### config.mk
export PLATFORM = sky130hd
export DESIGN_NAME = wb_write_arbiter
export DESIGN_NICKNAME = d
export VERILOG_FILES = /design/src/rtl/wb_write_arbiter.sv
export SDC_FILE = /design/constraint.sdc
export NUM_CORES = 1
export LEC_CHECK = 0
export CAP_MARGIN = 20
export CORE_ASPECT_RATIO = 0.75
export CORE_MARGIN = 3
export CORE_UTILIZATION = 35
export CTS_CLUSTER_SIZE = 25
export DETAILED_ROUTE_END_ITERATION = 8
export PLACE_DENSITY = 0.58
export REMOVE_ABC_BUFFERS = 1
export SYNTH_ARGS = -nofsm -noshare
export SYNTH_HDL_FRONTEND = slang
export SYNTH_SLANG_ARGS = --single-unit
### constraint.sdc
create_clock -name clk -period 4.2 [get_ports clk]
set_input_delay 0.84 -clock clk [delete_from_list [all_inputs] [get_ports clk]]
set_output_delay 0.84 -clock clk [all_outputs]
set_load 0.01 [all_outputs]
### src/rtl/wb_write_arbiter.sv
// Drives the register file's single write port, merging the in-order pipeline with a FIFO of
// multiply/divide results, and raises a decode interlock for registers whose write is still pending.
module wb_write_arbiter #(
    parameter int DEPTH        = 4,
    parameter int STARVE_LIMIT = 3
) (
    input  logic                     clk,
    input  logic                     rst,
    input  logic                     wb_valid,
    input  logic                     wb_regWrite,
    input  logic                     wb_memToReg,
    input  logic [4:0]               wb_rd,
    input  logic [31:0]              wb_alu_result,
    input  logic [31:0]              wb_mem_data,
    output logic                     wb_stall,
    input  logic                     md_valid,
    output logic                     md_ready,
    input  logic [4:0]               md_rd,
    input  logic [31:0]              md_result,
    input  logic [4:0]               rs_1,
    input  logic [4:0]               rt_2,
    output logic                     pend_stall,
    output logic                     regWrite,
    output logic [4:0]               rd_w,
    output logic [31:0]              writeData,
    output logic [$clog2(DEPTH):0]   fifo_count
);

    localparam int PTR_W = $clog2(DEPTH);
    localparam int CNT_W = PTR_W + 1;
    localparam int STV_W = $clog2(STARVE_LIMIT + 1);

    logic [4:0]       fifo_rd_q   [DEPTH];
    logic [31:0]      fifo_data_q [DEPTH];
    logic [PTR_W-1:0] ptr_off     [DEPTH];
    logic [DEPTH-1:0] entry_valid;

    logic [PTR_W-1:0] wr_ptr_q, wr_ptr_d;
    logic [PTR_W-1:0] rd_ptr_q, rd_ptr_d;
    logic [CNT_W-1:0] count_q, count_d;
    logic [STV_W-1:0] starve_q, starve_d;
    logic             reg_write_q, reg_write_d;
    logic [4:0]       rd_w_q, rd_w_d;
    logic [31:0]      write_data_q, write_data_d;

    logic        preq, fifo_empty, push, pop, pipe_win;
    logic        rs_nz, rt_nz;
    logic [31:0] pipe_data;

    assign preq       = wb_valid & wb_regWrite & (wb_rd != 5'd0);
    assign pipe_data  = wb_memToReg ? wb_mem_data : wb_alu_result;
    assign fifo_empty = (count_q == '0);

    // Stall depends only on registered state so upstream never sees a combinational loop.
    assign wb_stall = !fifo_empty && (starve_q == STV_W'(STARVE_LIMIT));
    assign md_ready = (count_q < CNT_W'(DEPTH));
    assign push     = md_valid & md_ready & (md_rd != 5'd0);
    assign pop      = !fifo_empty & (wb_stall | !preq);
    assign pipe_win = preq & !wb_stall;

    always_comb begin
        // NOTE: every output gets a default first, so no path through this block can infer a latch.
        wr_ptr_d     = wr_ptr_q;
        rd_ptr_d     = rd_ptr_q;
        count_d      = count_q;
        starve_d     = starve_q;
        reg_write_d  = 1'b0;
        rd_w_d       = rd_w_q;
        write_data_d = write_data_q;

        if (push) wr_ptr_d = wr_ptr_q + PTR_W'(1);
        if (pop)  rd_ptr_d = rd_ptr_q + PTR_W'(1);

        case ({push, pop})
            2'b10:   count_d = count_q + CNT_W'(1);
            2'b01:   count_d = count_q - CNT_W'(1);
            default: count_d = count_q;
        endcase

        if (pop || fifo_empty) begin
            starve_d = '0;
        end else if (pipe_win && (starve_q != STV_W'(STARVE_LIMIT))) begin
            starve_d = starve_q + STV_W'(1);
        end

        if (pop) begin
            reg_write_d  = 1'b1;
            rd_w_d       = fifo_rd_q[rd_ptr_q];
            write_data_d = fifo_data_q[rd_ptr_q];
        end else if (pipe_win) begin
            reg_write_d  = 1'b1;
            rd_w_d       = wb_rd;
            write_data_d = pipe_data;
        end
    end

    // An entry is live when its distance from the read pointer is below the occupancy.
    always_comb begin
        rs_nz = (rs_1 != 5'd0);
        rt_nz = (rt_2 != 5'd0);
        pend_stall = reg_write_q && ((rs_nz && (rd_w_q == rs_1)) || (rt_nz && (rd_w_q == rt_2)));
        for (int i = 0; i < DEPTH; i++) begin
            ptr_off[i]     = PTR_W'(i) - rd_ptr_q;
            entry_valid[i] = ({1'b0, ptr_off[i]} < count_q);
            if (entry_valid[i] &&
                ((rs_nz && (fifo_rd_q[i] == rs_1)) || (rt_nz && (fifo_rd_q[i] == rt_2)))) begin
                pend_stall = 1'b1;
            end
        end
    end

    always_ff @(posedge clk or posedge rst) begin
        // NOTE: sequential state uses non-blocking assignments so every flop samples pre-edge values.
        if (rst) begin
            wr_ptr_q     <= '0;
            rd_ptr_q     <= '0;
            count_q      <= '0;
            starve_q     <= '0;
            reg_write_q  <= 1'b0;
            rd_w_q       <= '0;
            write_data_q <= '0;
        end else begin
            wr_ptr_q     <= wr_ptr_d;
            rd_ptr_q     <= rd_ptr_d;
            count_q      <= count_d;
            starve_q     <= starve_d;
            reg_write_q  <= reg_write_d;
            rd_w_q       <= rd_w_d;
            write_data_q <= write_data_d;
        end
    end

    // NOTE: storage is not reset; pointers and count alone decide which entries are valid.
    always_ff @(posedge clk) begin
        if (push) begin
            fifo_rd_q[wr_ptr_q]   <= md_rd;
            fifo_data_q[wr_ptr_q] <= md_result;
        end
    end

    assign regWrite   = reg_write_q;
    assign rd_w       = rd_w_q;
    assign writeData  = write_data_q;
    assign fifo_count = count_q;

endmodule

==> results.json, run 1 <==
{
  "netlist_area_um2": 8830,
  "die_x_um": 189,
  "area_growth_syn_to_layout_pct": 30.2,
  "final_util_pct": 47.1,
  "routedWlPerCell_um": 20.8,
  "seqPwrFrac_pct": 41.9,
  "io-pin-count": 166,
  "crit_fanout": 3,
  "avgSynthCellArea_um2": 14.9,
  "routed_wl_mm": 22.8,
  "p_leak_nw": 3.91,
  "fin_area_um2": 11500,
  "max_slew.worst_pin.slew_ns": 0.823,
  "drv_slew": 0,
  "status": "complete, no violations",
  "grt_pass1_wl_mm": 35.3,
  "maxCapViolCount": 0,
  "setup_viol": 0,
  "cts_sinks": 195,
  "cts_buffers": 17,
  "drtPass1Iterations": 4,
  "ys_seq_area_share_pct": 63.6,
  "cts.hold.buffers_added": 0,
  "start_util_pct": 36.2,
  "path_clk_slew_ns": 0.07,
  "switching_share_pct": 32.5,
  "dp_hpwl_mm": 15.9,
  "crit_required_ns": 3.36,
  "die_h_um": 144,
  "port_buffers": 165,
  "vias_per_cell": 5.03,
  "placed_area_um2": 10900,
  "vias": 5520,
  "max-vdd-ir-drop_mv": 0.355,
  "fin_nets": 887,
  "path_class": "in -> out",
  "tritoncts": "built",
  "ys_ff_latch": 195,
  "combPwrFrac_pct": 34.8,
  "min_period_ns": 3.95,
  "grt_max_degree": 65,
  "antenna_found_initial": 2,
  "diodes": 0,
  "dr.first_iter.drc_count": 301,
  "overflow": 0,
  "core-area_um2": 24400,
  "synthDistinctLibCells": 39,
  "p_int_w": 0.00460,
  "rows": 49,
  "grt_use_total_pct": 17.2,
  "drive_gt1_share_pct": 16.8,
  "yosys_warnings": 0,
  "max_freq_mhz": 253,
  "clk_path_buf_depth": 2,
  "grt_pass1_vias": 5922,
  "cts-htree-levels": 4,
  "cp.arrival_ns": 3.11,
  "postSynthCellCount": 592,
  "ant_nets": 0,
  "switchingPower_w": 0.00222,
  "cp-start-kind": "input port",
  "setup_tns_ns": 0,
  "fp.dieArea_um2": 27200,
  "cts_root_buf": "clkbuf_16",
  "post_cts_buffers": 0,
  "maxSlewHeadroom_pct": 45.2,
  "gp_congestion": 0.840,
  "rsz0062_at_grt": "no",
  "cts_resized": 0,
  "p_per_area_nw_per_um2": 593,
  "endpoint_kind": "output pin",
  "hp-class": "reg -> reg",
  "finalClockSkew_ns": 0.0187,
  "finalHoldViolations": 0,
  "clk_latency_ns": 0.43,
  "min_period_over_period_pct": 94.1,
  "drc_errors": 0,
  "power.clock.fraction_pct": 23.3
}
stage by stage:
step / power [W] / setup WS (ns) / hold slack, ns / cells
detailed placement: 0.00532 / 0.250 / 0.450 / 1066
global route: 0.00722 / 0.133 / 0.475 / 1098
global placement: 0.00528 / 0.228 / 0.431 / 1066
floorplan: 0.00416 / 0.550 / 0.419 / 550
CTS: 0.00693 / 0.238 / 0.459 / 1098
finish: 0.00682 / 0.249 / 0.453 / 1098
state kept, by name, summed over array words and instances (netlist names):
name	flops
regWrite	1
wr_ptr_q	2
rd_ptr_q	2
fifo_data_q	128
rd_w	5
fifo_rd_q	20
writeData	32
fifo_count	3
starve_q	2
layer usage:
metal | vias up | wire length [µm] | GRT usage (%)
met5 | - | 26 | 0
met2 | 178 | 10400 | 27.4
li1 | 2551 | - | -
met4 | 4 | 85 | 3.15
met1 | 2774 | 10800 | 24.2
met3 | 13 | 1530 | 4.44
synth_stat cells, drive strengths merged:
master / count / area (µm²)
edfxtp: 148 / 4440
nand2: 76 / 285
dfrtp: 47 / 1180
xnor2: 43 / 377
mux4: 37 / 833
a31oi: 35 / 219
a211oi: 32 / 390
nor2b: 32 / 200
clkbuf: 25 / 93.8
buf: 17 / 98.8
xor2: 14 / 123
nand3: 11 / 55.1
ha: 10 / 125
inv: 10 / 37.5
o21ai: 8 / 51.3
nor2: 7 / 26.3
nor4: 6 / 37.5
and2: 5 / 31.3
o211ai: 4 / 30.0
a21oi: 3 / 26.3
mux2i: 3 / 30.0
o22ai: 3 / 18.8
or4: 3 / 22.5
nor3: 2 / 10.0
or3: 2 / 12.5
a21boi: 1 / 7.51
a21o: 1 / 7.51
a22oi: 1 / 7.51
and3: 1 / 6.26
fa: 1 / 20.0
nand2b: 1 / 6.26
nand4: 1 / 6.26
o21a: 1 / 7.51
o311a: 1 / 10.0
cell type report:
cell class                      count  area (µm²)
Inverter                           10        37.5
Clock inverter                     14         141
Sequential cell                   195        5630
Tap cell                          331         414
Clock buffer                       18         429
Timing Repair Buffer              185        1860
Multi-Input combinational cell    345        2990
Fill cell                        2193       12900
power by group through the flow:
stage / Combinational (W) / Sequential (W) / Clock [W]
6_report: 0.00237 / 0.00286 / 0.00159
5_1_grt: 0.00260 / 0.00292 / 0.00171
4_1_cts: 0.00243 / 0.00287 / 0.00162
3_5_place_dp: 0.00241 / 0.00290 / 0
3_3_place_gp: 0.00239 / 0.00289 / 0
2_1_floorplan: 0.00120 / 0.00297 / 0
cells by family (layout without fill, tap and decap cells):
family | count (synthesis) | count (layout) | share of synthesized area, %
fa+ha+maj | 11 | 11 | 1.64
compound gates | 90 | 90 | 8.78
buf+inv | 52 | 227 | 2.61
flops | 195 | 195 | 63.6
simple gates | 147 | 147 | 7.92
mux | 40 | 40 | 9.77
xor+xnor | 57 | 57 | 5.65
layout by cell type, fill, tap and decap left out, types with 9 or more instances in the layout:
| cell | count |
|---|---|
| clkdlybuf4s50_1 | 164 |
| a211oi_2 | 30 |
| mux4_2 | 37 |
| edfxtp_1 | 148 |
| nand2_1 | 76 |
| xor2_1 | 14 |
| buf_4 | 15 |
| nand3_1 | 11 |
| xnor2_1 | 43 |
| nor2b_1 | 32 |
| a31oi_1 | 35 |
| inv_1 | 9 |
| clkbuf_16 | 17 |
| dfrtp_1 | 45 |
| ha_1 | 10 |
critical path: stages:
cell             delay, ns
clkdlybuf4s50_1       0.41
or4_1                 0.61
nor2_1                0.27
nor4_1                0.10
o21ai_0               0.23
nand4_1               0.13
clkdlybuf4s50_1       0.51
path summary, 6_finish.rpt:
kind | cells past startpoint | slack [ns] | startpoint | end
setup / recovery | 7 | 0.25 | rs_1[1] | pend_stall
hold / removal | 1 | 0.45 | starve_q[0] | starve_q[0]
setup reg to reg | 10 | 1.52 | fifo_count[0] | fifo_count[2]
hold reg to reg | 1 | 0.45 | starve_q[0] | starve_q[0]
max in group asynchronous | 3 | 2.59 | rst | writeData[30]
min in group asynchronous | 2 | 0.87 | rst | writeData[24]
No activity file was read; power rests on OpenSTA's default activity.
==> run 2: changes to the inputs <==
--- a/config.mk
+++ b/config.mk
@@ -6,7 +6,7 @@
 export NUM_CORES = 1
 export LEC_CHECK = 0
 export CAP_MARGIN = 20
-export CORE_ASPECT_RATIO = 0.75
+export CORE_ASPECT_RATIO = 0.9
 export CORE_MARGIN = 3
 export CORE_UTILIZATION = 35
 export CTS_CLUSTER_SIZE = 25
==> run 2 against run 1 <==
  * Clock power increased by 6%
  * Non-clock buffer count increased by 1
  * Register-to-register slack improved by 0.15 ns
  * Wire length decreased by 3.3%
  * Clock skew decreased by 0.00096 ns
  * Combinational power increased by 3%
  * Setup slack improved by 0.047 ns
  * Core utilization increased by 0.18 points
  * Maximum frequency increased by 1.2%
  * Power increased by 1.3%
  * Sequential share of layout area decreased by 0.44 points
  * Sequential power decreased by 3%
  * Critical path type unchanged
  * Critical endpoint unchanged
  * Largest cell class unchanged
  * Highest routed layer is now met4
==> results.json, run 2 (same netlist as run 1, synthesis figures left out) <==
{
  "start_util_pct": 36.0,
  "critPathMostFrequentCell": "clkdlybuf4s50_1",
  "die_h_um": 157,
  "timing.rr.end": "fifo_count[2]",
  "routed_wl_mm": 22.1,
  "rsz0062_at_grt": "no",
  "drive_gt1_share_pct": 17.2,
  "cts_sinks": 195,
  "cp_cell_sequence": "clkdlybuf4s50_1, or4_1, nor2_1, nor4_1, o21ai_0, nand4_1, clkdlybuf4s50_1",
  "layout_common_cells": "clkdlybuf4s50_1 (164), edfxtp_1 (148), nand2_1 (76), dfrtp_1 (45), xnor2_1 (43)",
  "switchingPower_w": 0.00231,
  "seqPwrFrac_pct": 40.1,
  "overflow": 0,
  "grt_use_total_pct": 16.5,
  "hold_path_depth": 1,
  "p_int_w": 0.00460,
  "cts_buffers": 17,
  "area_growth_syn_to_layout_pct": 31.4,
  "hp-start": "starve_q[0]",
  "endpoint_kind": "output pin",
  "min_period_ns": 3.90,
  "grt_pass1_vias": 5897,
  "max-vdd-ir-drop_mv": 0.352,
  "r2r_cells": 10,
  "vias_per_cell": 5.02,
  "post_cts_buffers": 0,
  "finalClockSkew_ns": 0.0177,
  "grt_max_degree": 65,
  "path_class": "in -> out",
  "cts_resized": 0,
  "io-pin-count": 166,
  "antenna_found_initial": 0,
  "crit_required_ns": 3.36,
  "combPwrFrac_pct": 35.5,
  "top_register": "fifo_data_q",
  "diodes": 0,
  "drtPass1Iterations": 5,
  "switching_share_pct": 33.4,
  "maxCapViolCount": 0,
  "cp_slowest_stage_delay_ns": 0.58,
  "vias": 5542,
  "die_x_um": 173,
  "ant_nets": 0,
  "cts_root_buf": "clkbuf_16",
  "largest_register_ffs": 128,
  "min_period_over_period_pct": 93.0,
  "max_slew.worst_pin.slew_ns": 0.954,
  "clk_latency_ns": 0.44,
  "setup_tns_ns": 0,
  "setup_viol": 0,
  "fp.dieArea_um2": 27200,
  "gp_congestion": 0.850,
  "clk_path_buf_depth": 2,
  "drv_slew": 0,
  "cp.arrival_ns": 3.06,
  "max_freq_mhz": 256,
  "finalHoldViolations": 0,
  "maxSlewHeadroom_pct": 36.3,
  "fillers": 2137,
  "tritoncts": "built",
  "port_buffers": 165,
  "grt_pass1_wl_mm": 34.1,
  "crit_fanout": 3,
  "final_util_pct": 47.3,
  "p_per_area_nw_per_um2": 595,
  "drc_errors": 0,
  "p_leak_nw": 3.95,
  "timing.rr.start": "fifo_count[0]",
  "fin_nets": 888,
  "r2r_slack_ns": 1.67,
  "final_common_cell": "clkdlybuf4s50_1",
  "path_clk_slew_ns": 0.07,
  "routedWlPerCell_um": 20.0,
  "hp-class": "reg -> reg",
  "whs_endpoint": "starve_q[0]",
  "rows": 54,
  "cts-htree-levels": 4,
  "cp_slowest_cell": "or4_1",
  "dr.first_iter.drc_count": 354,
  "cts.hold.buffers_added": 0,
  "cp-start-kind": "input port",
  "core-area_um2": 24500,
  "power.clock.fraction_pct": 24.5,
  "dp_hpwl_mm": 14.9,
  "status": "complete, no violations"
}
## run 2: cell types whose count changed in the layout (fill, tap and decap cells not counted), moves of 2 or more
cell | previous run | this run
inv_8 | 3 | 1
inv_12 | 0 | 3
clkinv_8 | 0 | 7
inv_6 | 5 | 1
## run 2: per-stage QoR
| stage | instance area, µm² | total power [W] | hold slack, ns | setup WS, ns | std cells |
|---|---|---|---|---|---|
| after detailed placement | 11000 | 0.00531 | 0.445 | 0.301 | 1072 |
| after CTS | 11600 | 0.00701 | 0.455 | 0.289 | 1104 |
| after global placement | 11000 | 0.00525 | 0.444 | 0.337 | 1072 |
| final | 11600 | 0.00691 | 0.447 | 0.296 | 1104 |
| after floorplan | 8640 | 0.00416 | 0.419 | 0.550 | 550 |
| after global routing | 11600 | 0.00731 | 0.474 | 0.176 | 1104 |
## run 2: power groups by stage
stage | clock, W | combinational [W] | sequential, W
global placement | 0 | 0.00245 | 0.00280
floorplan | 0 | 0.00120 | 0.00297
CTS | 0.00173 | 0.00251 | 0.00277
finish | 0.00169 | 0.00245 | 0.00277
detailed placement | 0 | 0.00250 | 0.00282
global route | 0.00181 | 0.00268 | 0.00282
## run 2: area by class of cell
cell class / instances / area [µm²] / share of cell area, %
inverters: 10 / 37.5 / 0.323
clock buffers: 17 / 425 / 3.67
well taps: 336 / 420 / 3.62
multi-input cells: 345 / 2990 / 25.8
repair buffers: 186 / 1880 / 16.2
clock inverters: 15 / 220 / 1.90
flip-flops and latches: 195 / 5630 / 48.5
## run 2: how the worst max path moves through the flow
stage | cells past startpoint | endpoint | start
after floorplan | 8 | fifo_count[2] | fifo_count[0]
after global placement | 7 | pend_stall | rt_2[2]
after detailed placement | 7 | pend_stall | rs_1[1]
after CTS | 7 | pend_stall | rs_1[1]
after global routing | 7 | pend_stall | rt_2[1]
final | 7 | pend_stall | rs_1[1]
## run 2: routing by layer
metal / vias up / part of all wire [%] / routed length [µm] / track usage [%]
met4: 0 / 1.2 / 270 / 4.28
met3: 20 / 5.4 / 1180 / 4.10
met2: 154 / 49 / 10800 / 27.8
met1: 2819 / 45 / 9860 / 21.4
li1: 2549 / - / - / -
met5: - / 0 / 0 / 0
## run 2: worst max-delay path: cells and delay by family
family / cells / cell delay (ns)
compound gates: 1 / 0.21
buf+inv: 2 / 0.93
simple gates: 4 / 1.08
